`src/rtl/symbol_packer.sv`:
```
// symbol_packer: packs a serial bit stream into 1-4 bit symbols, buffers them and releases one per symbol tick
module symbol_packer #(
  parameter int DIV_W      = 8,
  parameter int FIFO_DEPTH = 4
) (
  input  logic                          clk,
  input  logic                          rst_n,
  input  logic [1:0]                    mod_sel_in,
  input  logic [DIV_W-1:0]              sym_div,
  input  logic                          bit_in,
  input  logic                          bit_valid,
  output logic                          bit_ready,
  output logic [3:0]                    sym_data,
  output logic [1:0]                    mod_sel,
  output logic                          sym_strobe,
  output logic                          underrun,
  output logic [$clog2(FIFO_DEPTH):0]   fifo_level
);
  localparam int AW = $clog2(FIFO_DEPTH);
  localparam int LW = AW + 1;
  logic [1:0]       mod_sel_q, mod_sel_d;
  logic [2:0]       bcnt_q, bcnt_d, bcnt_nxt, bps;
  logic [3:0]       shreg_q, shreg_d, sh_nxt, mask;
  logic [DIV_W-1:0] cnt_q, cnt_d;
  logic [3:0]       mem_q [FIFO_DEPTH];
  logic [3:0]       mem_d [FIFO_DEPTH];
  logic [AW-1:0]    wr_q, wr_d, rd_q, rd_d;
  logic [LW-1:0]    level_q, level_d;
  logic [3:0]       sym_data_q, sym_data_d;
  logic             sym_strobe_q, sym_strobe_d, underrun_q, underrun_d;
  logic             accept, mode_chg, push, pop, tick, empty;
  assign bit_ready  = level_q < LW'(FIFO_DEPTH);
  assign sym_data   = sym_data_q;
  assign mod_sel    = mod_sel_q;
  assign sym_strobe = sym_strobe_q;
  assign underrun   = underrun_q;
  assign fifo_level = level_q;
  always_comb begin
    bps      = {1'b0, mod_sel_q} + 3'd1;
    mask     = {mod_sel_q == 2'd3, mod_sel_q[1], |mod_sel_q, 1'b1};
    accept   = bit_valid && bit_ready;
    mode_chg = mod_sel_in != mod_sel_q;
    sh_nxt   = {shreg_q[2:0], bit_in};
    bcnt_nxt = bcnt_q + 3'd1;
    push     = accept && !mode_chg && bcnt_nxt == bps;
    tick     = cnt_q >= sym_div;
    empty    = level_q == '0;
    pop      = tick && !empty;
    // a mode switch throws away the partial symbol, including any bit accepted alongside it
    mod_sel_d    = mod_sel_in;
    shreg_d      = mode_chg ? '0 : accept ? sh_nxt : shreg_q;
    bcnt_d       = (mode_chg || push) ? '0 : accept ? bcnt_nxt : bcnt_q;
    cnt_d        = tick ? '0 : cnt_q + DIV_W'(1);
    mem_d        = mem_q;
    if (push) mem_d[wr_q] = sh_nxt & mask;
    wr_d         = wr_q + AW'(push);
    rd_d         = rd_q + AW'(pop);
    level_d      = level_q + LW'(push) - LW'(pop);
    sym_data_d   = tick ? (empty ? '0 : mem_q[rd_q]) : sym_data_q;
    sym_strobe_d = pop;
    underrun_d   = tick && empty;
  end
  always_ff @(posedge clk or negedge rst_n)
    if (!rst_n) begin
      mod_sel_q    <= '0;
      bcnt_q       <= '0;
      shreg_q      <= '0;
      cnt_q        <= '0;
      mem_q        <= '{default: '0};
      wr_q         <= '0;
      rd_q         <= '0;
      level_q      <= '0;
      sym_data_q   <= '0;
      sym_strobe_q <= 1'b0;
      underrun_q   <= 1'b0;
    end else begin
      mod_sel_q    <= mod_sel_d;
      bcnt_q       <= bcnt_d;
      shreg_q      <= shreg_d;
      cnt_q        <= cnt_d;
      mem_q        <= mem_d;
      wr_q         <= wr_d;
      rd_q         <= rd_d;
      level_q      <= level_d;
      sym_data_q   <= sym_data_d;
      sym_strobe_q <= sym_strobe_d;
      underrun_q   <= underrun_d;
    end
endmodule

```
`config.mk`:
```
export PLATFORM = sky130hd
export DESIGN_NAME = symbol_packer
export DESIGN_NICKNAME = d
export VERILOG_FILES = /design/src/rtl/symbol_packer.sv
export SDC_FILE = /design/constraint.sdc
export NUM_CORES = 1
export LEC_CHECK = 0
export CAP_MARGIN = 25
export CORE_UTILIZATION = 55
export CTS_CLUSTER_SIZE = 28
export DETAILED_ROUTE_END_ITERATION = 10
export MAX_ROUTING_LAYER = met4
export PLACE_DENSITY = 0.87
export SLEW_MARGIN = 20
export SYNTH_ARGS = -nofsm -noshare
export SYNTH_HDL_FRONTEND = slang
export SYNTH_SLANG_ARGS = --single-unit
```
`constraint.sdc`:
```
create_clock -name clk -period 5.4 [get_ports clk]
set_clock_uncertainty 0.1 [all_clocks]
set_input_delay 0.54 -clock clk [delete_from_list [all_inputs] [get_ports clk]]
set_output_delay 0.54 -clock clk [all_outputs]
set_load 0.01 [all_outputs]
```
# == After elaboration in Yosys (flattened, before gate mapping) ==
# Cells that the tools add are included.
# Widths: inputs -> output; s select.
# word_totals
regBits,45
latchBits,0
ram_bits,0
mem_bits_ro,0
n_memories,0
# classes
add_sub_neg,7
mul,0
div,0
n_lt_le_gt_ge,5
eq_ne,3
n_shift,0
mux,12
bitwise,3
n_reduce_logical,13
# ops
operator,n
$bwmux 16,1
$mux 4,4
$mux 3,4
$add 8x1->8 const B,1
$bmux 4 s2,1
$demux 4 s2,1
$ge 8x8->1,1
$mux 8,1
$ge 3x3->1 const B,2
$logic_and 1x1->1,6
$not 2->3,2
$add 2x1->2,2
$and 4x4->4,1
$reduce_bool 2->1,2
$add 2x1->3 const B,1
$add 3x1->3,1
$add 3x1->3 const B,1
$eq 3x3->1,1
$logic_not 3->1,1
$lt 3x1->1 const B,1
$lt 3x3->1 const B,1
$sub 3x1->3,1
$eq 2x2->1 const B,1
$logic_not 1->1,2
3 further kinds,3

# == Longest topological paths before layout ==
# depth
depth_word,6
mapped_depth,13
depth_no_buf,13

# == Least setup slack after synthesis ==
# OpenSTA, ideal clock, no wires.
# synth_path
kind,input-to-reg
from,input port sym_div[0]
to,register level_q[2] (netlist: fifo_level[2])
t_arrival_ns,2.749
t_required_ns,5.173
path_slack_ns,2.424
cell_stages,12
n_path_buf,0
cell_sequence,ha_1 nand2b_1 a2111o_1 a31oi_1 nor2_1 ha_1 inv_1 ha_1 inv_1 fa_1 xnor2_1 xnor2_1
# synth_between
elab_chain_cells,3
# synth_rtl
element,line,rtl
"start, declared",9,"input logic [DIV_W-1:0] sym_div,"
$ge 8x8->1,46,tick = cnt_q >= sym_div;
$logic_and 1x1->1,48,pop = tick && !empty;
via pop,31,"logic accept, mode_chg, push, pop, tick, empty;"
$sub 3x1->3,58,level_d = level_q + LW'(push) - LW'(pop);
via level_d[2],28,"logic [LW-1:0] level_q, level_d;"
"end signal, assigned",84,level_q <= level_d;
"end, declared",28,
# The timed path passes the listed nets, and every way through them passes these cells.
# A chain may end at the register's enable or synchronous reset.

# == Worst setup path after layout ==
# Ends and elaborated chain as after synthesis.

==> impl_results.html <==
<table>
<tr><th>Metric</th><th>Value</th></tr>
<tr><th colspan="2">Outcome</th></tr>
<tr><td>Outcome</td><td>completed</td></tr>
<tr><th colspan="2">Synth</th></tr>
<tr><td>Ys flop type</td><td>dfrtp_1</td></tr>
<tr><td>Syn Inst Count</td><td>178</td></tr>
<tr><td>Number of synthesized register bits</td><td>45</td></tr>
<tr><td>Combined area of all synthesized cells</td><td>roughly 2200 µm²</td></tr>
<tr><td>Number of distinct standard cells referenced by the synthesized netlist</td><td>35</td></tr>
<tr><td>Post-synth EDFFs</td><td>0</td></tr>
<tr><td>YS warnings</td><td>0</td></tr>
<tr><td>Asr flop ratio synth</td><td>100%</td></tr>
<tr><td>Sequential share of the synthesized area</td><td>between 50% and 60%</td></tr>
<tr><td>Syn_nets</td><td>between 200 and 250</td></tr>
<tr><td>Average cell area after synthesis</td><td>around 13 µm²</td></tr>
<tr><th colspan="2">Clock network</th></tr>
<tr><td>Root buffer cell</td><td>clkbuf_8</td></tr>
<tr><td># clock sinks</td><td>45</td></tr>
<tr><td>Number of hold-repair buffers added at the cts stage</td><td>0</td></tr>
<tr><td>Number of buffers created by CTS</td><td>5</td></tr>
<tr><td>Source-to-sink clock delay at the later pin of the worst-skew pair</td><td>around 0.30 ns</td></tr>
<tr><td>Number of levels the H-tree was split into</td><td>2</td></tr>
<tr><td>CTS tree</td><td>done</td></tr>
<tr><td>Clock Tree Buf Depth</td><td>2</td></tr>
<tr><td>Post-CTS setup buffers</td><td>0</td></tr>
<tr><td>Post-CTS resize count</td><td>0</td></tr>
<tr><td>Clock transition at the registers of the reported paths</td><td>0.08 ns</td></tr>
<tr><th colspan="2">Route</th></tr>
<tr><td>Detailed router's first-iteration violation count</td><td>35</td></tr>
<tr><td>Routed wirelength normalized by instance count</td><td>15.9 µm</td></tr>
<tr><td>Total wirelength of the detailed-routed design</td><td>just over 4000 µm</td></tr>
<tr><td>Number of design rule violations left after detail routing</td><td>0</td></tr>
<tr><td>Detail Route Antenna Nets</td><td>0</td></tr>
<tr><td>Avg Vias per Cell</td><td>approximately 5.5</td></tr>
<tr><td>Initial DRT Pass Iterations</td><td>4</td></tr>
<tr><td>Via count</td><td>roughly 1,400</td></tr>
<tr><th colspan="2">Power</th></tr>
<tr><td>Static leakage power</td><td>about 1.3 nW</td></tr>
<tr><td>Overall Power</td><td>slightly above 1 mW</td></tr>
<tr><td>VDD IR-drop max</td><td>~0.00017 V</td></tr>
<tr><td>Power density cells</td><td>~380 nW/µm²</td></tr>
<tr><th colspan="2">Setup path</th></tr>
<tr><td>Startpoint type of the worst setup path</td><td>primary input</td></tr>
<tr><td>Critical-path cell with the highest stage delay</td><td>a2111o_1</td></tr>
<tr><td>Cell seen most often among critical-path stages</td><td>ha_1</td></tr>
<tr><td>Arrival time worst endpoint</td><td>around 3.4 ns</td></tr>
<tr><td>Chain of cells forming the critical path</td><td>clkdlybuf4s50_1 -&gt; ha_1 -&gt; nand2b_1 -&gt; a2111o_1 -&gt; a31oi_1 -&gt; nor2_1 -&gt; ha_1 -&gt; inv_1 -&gt; ha_1 -&gt; inv_1 -&gt; fa_1 -&gt; xnor2_1 -&gt; xnor2_1</td></tr>
<tr><td>Largest fanout on the critical path</td><td>3</td></tr>
<tr><td>Max incr delay on CP</td><td>about 0.43 ns</td></tr>
<tr><td>Required time worst endpoint</td><td>approximately 5.5 ns</td></tr>
<tr><td>Nature of the critical path endpoint</td><td>flip-flop</td></tr>
<tr><td>Critical path class</td><td>primary input to flip-flop</td></tr>
<tr><th colspan="2">Finish</th></tr>
<tr><td>Final instance area</td><td>between 2000 and 3000 µm²</td></tr>
<tr><td>Number of antenna cells inserted</td><td>0</td></tr>
<tr><td>Number of fillers in the final layout</td><td>~290</td></tr>
<tr><td>Number of cells in the finished layout apart from fillers</td><td>~260</td></tr>
<tr><td>Total area of sequential cells</td><td>about 1100 µm²</td></tr>
<tr><td>Combined area of the multi-input logic cells</td><td>1050 µm²</td></tr>
<tr><td>Number of nets in the layout</td><td>approximately 240</td></tr>
<tr><td>Share of cells above drive strength 1</td><td>a little under a fifth</td></tr>
<tr><td>Area growth from synthesis to layout</td><td>17.6%</td></tr>
<tr><th colspan="2">STA</th></tr>
<tr><td>Fin Setup TNS</td><td>0 ns</td></tr>
<tr><td>RSZ-0062 raised after global routing</td><td>no</td></tr>
<tr><td>Count of final setup violators</td><td>0</td></tr>
<tr><td>Tmin final</td><td>between 3 and 4 ns</td></tr>
<tr><td>Hold Violations, Final</td><td>0</td></tr>
<tr><td>Maximum clock frequency</td><td>306 MHz</td></tr>
<tr><td>Number of max-slew violations in the final report</td><td>0</td></tr>
<tr><td>Relative slew margins</td><td>between 50% and 60%</td></tr>
<tr><td>Final-layout worst hold slack</td><td>roughly 0.12 ns</td></tr>
<tr><td>Fin crit share</td><td>around three fifths</td></tr>
<tr><td>Transition time at the pin with the least slew margin</td><td>~0.74 ns</td></tr>
<tr><th colspan="2">GRT</th></tr>
<tr><td>Global-route wire length before repair</td><td>between 7000 and 8000 µm</td></tr>
<tr><td>Global routing usage summed across all routing layers</td><td>between 20% and 30%</td></tr>
<tr><td>Overflow after GRT</td><td>0</td></tr>
<tr><td>Number of global-route vias before repair</td><td>around 1,600</td></tr>
<tr><td>Maximum number of pins on one net before global-route repair</td><td>46</td></tr>
<tr><td>Number of antenna violations at the first check in global routing</td><td>0</td></tr>
<tr><th colspan="2">Job</th></tr>
<tr><td>Count of maximum capacitance violations</td><td>0</td></tr>
<tr><th colspan="2">Placed design</th></tr>
<tr><td>Count of input and output buffers</td><td>25</td></tr>
<tr><td>Routability cong.</td><td>about 0.81</td></tr>
<tr><td>DP Cell Count</td><td>249</td></tr>
<tr><td>Area post-placement</td><td>approximately 2500 µm²</td></tr>
<tr><td>Estimated wirelength of the detail-placed design</td><td>between 3000 and 4000 µm</td></tr>
<tr><th colspan="2">Floorplan</th></tr>
<tr><td>Core Region</td><td>between 3000 and 4000 µm²</td></tr>
<tr><td>Top Ports</td><td>26</td></tr>
<tr><td>Initial standard-cell utilization of the core</td><td>between 50% and 60%</td></tr>
<tr><td>Die area</td><td>between 4000 and 5000 µm²</td></tr>
<tr><td>Height of the die</td><td>approximately 66 µm</td></tr>
<tr><td>Chip width</td><td>approximately 66 µm</td></tr>
<tr><td>Number of rows created at floorplan</td><td>22</td></tr>
<tr><th colspan="2">Worst hold path</th></tr>
<tr><td>HP Class</td><td>primary input to async pin</td></tr>
</table>
[metrics by stage]
stage / worst slack, ns / util (%)
CTS: 2.12 / 69.6
global route: 1.98 / 69.6
global placement: 1.94 / 67.0
finish: 2.13 / 69.6
floorplan: 2.42 / -
detailed placement: 1.81 / 67.0
[flip-flops by register name, indices dropped and copies added, names as in the netlist]
signal	flops
mem_q	16
cnt_q	8
sym_data	4
bcnt_q	3
fifo_level	3
shreg_q	3
mod_sel	2
rd_q	2
wr_q	2
sym_strobe	1
underrun	1
[synth_stat cells, types with 2 or more instances]
cell type / instances / share of area [%]
a22o_1: 3 / 1.2
nand2b_1: 3 / 0.83
mux2_2: 16 / 8.0
nor2_1: 9 / 1.5
inv_1: 17 / 2.8
and3_1: 2 / 0.56
xor2_1: 9 / 3.5
o21ai_0: 3 / 0.67
dfrtp_1: 45 / 50
xnor2_1: 5 / 1.9
nand3_1: 7 / 1.6
a21oi_1: 2 / 0.44
mux4_2: 4 / 4.0
and2_1: 4 / 1.1
ha_1: 16 / 8.9
nor2b_1: 5 / 1.4
nor3_1: 2 / 0.44
mux2_4: 4 / 2.7
nand2_1: 5 / 0.83
a31oi_1: 2 / 0.56
[routing by layer]
| layer | vias to the layer above | wire, µm | GRT usage, % |
|---|---|---|---|
| met4 | 0 | 49 | 6.65 |
| met1 | 720 | 1700 | 26.6 |
| met3 | 6 | 120 | 5.17 |
| met5 | - | 0 | - |
| li1 | 676 | - | - |
| met2 | 24 | 2230 | 41.2 |
[final cells by class]
| type | count | share of cell area [%] |
|---|---|---|
| clock buffer | 6 | 3.12 |
| inverter | 17 | 2.41 |
| tap | 48 | 2.27 |
| multi-input combinational | 114 | 39.7 |
| timing repair buffer | 25 | 9.37 |
| clock inverter | 2 | 0.520 |
| sequential | 45 | 42.6 |
[cells in the final DEF, fill, tap and decap left out, types with 3 or more instances in the layout]
cell             instances
a22o_1                   3
and2_1                   4
clkbuf_8                 6
clkdlybuf4s50_1         24
dfrtp_1                 45
ha_1                    16
inv_1                   17
mux2_2                  16
mux2_4                   4
mux4_2                   4
nand2_1                  5
nand2b_1                 3
nand3_1                  7
nor2_1                   9
nor2b_1                  5
o21ai_0                  3
xnor2_1                  5
xor2_1                   9
[cells by family after synthesis]
| logic type | Yosys count | share of synthesized area, % |
|---|---|---|
| simple gates | 43 | 10.8 |
| fa+ha+maj | 17 | 9.79 |
| buf+inv | 19 | 3.23 |
| mux | 25 | 15.1 |
| flops | 45 | 50.1 |
| compound gates | 14 | 4.51 |
| xor+xnor | 15 | 6.45 |
[where the power goes]
part / internal (mW) / switching [mW] / total, mW
clock network: 0.104 / 0.112 / 0.216
registers: 0.403 / 0.0878 / 0.491
logic: 0.167 / 0.140 / 0.306
total: 0.673 / 0.340 / 1.01
[critical path, delay by kind of cell]
family,cells,cell delay [ns]
simple gates,2,0.25
fa+ha+maj,4,1.13
compound gates,2,0.64
xor+xnor,2,0.28
buf+inv,3,0.51
[worst paths after layout]
| kind | start | to | slack [ns] | cells after the start |
|---|---|---|---|---|
| max | sym_div[0] | fifo_level[2] | 2.13 | 13 |
| min | rst_n | mem_q[4] | 0.12 | 1 |
| max reg2reg | bcnt_q[0] | fifo_level[2] | 2.27 | 11 |
| min reg2reg | bcnt_q[1] | bcnt_q[1] | 0.40 | 1 |
| max in group asynchronous | rst_n | mod_sel[1] | 4.70 | 1 |
| min in group clk | bcnt_q[1] | bcnt_q[1] | 0.40 | 1 |
Power figures use the tool's default switching activity.
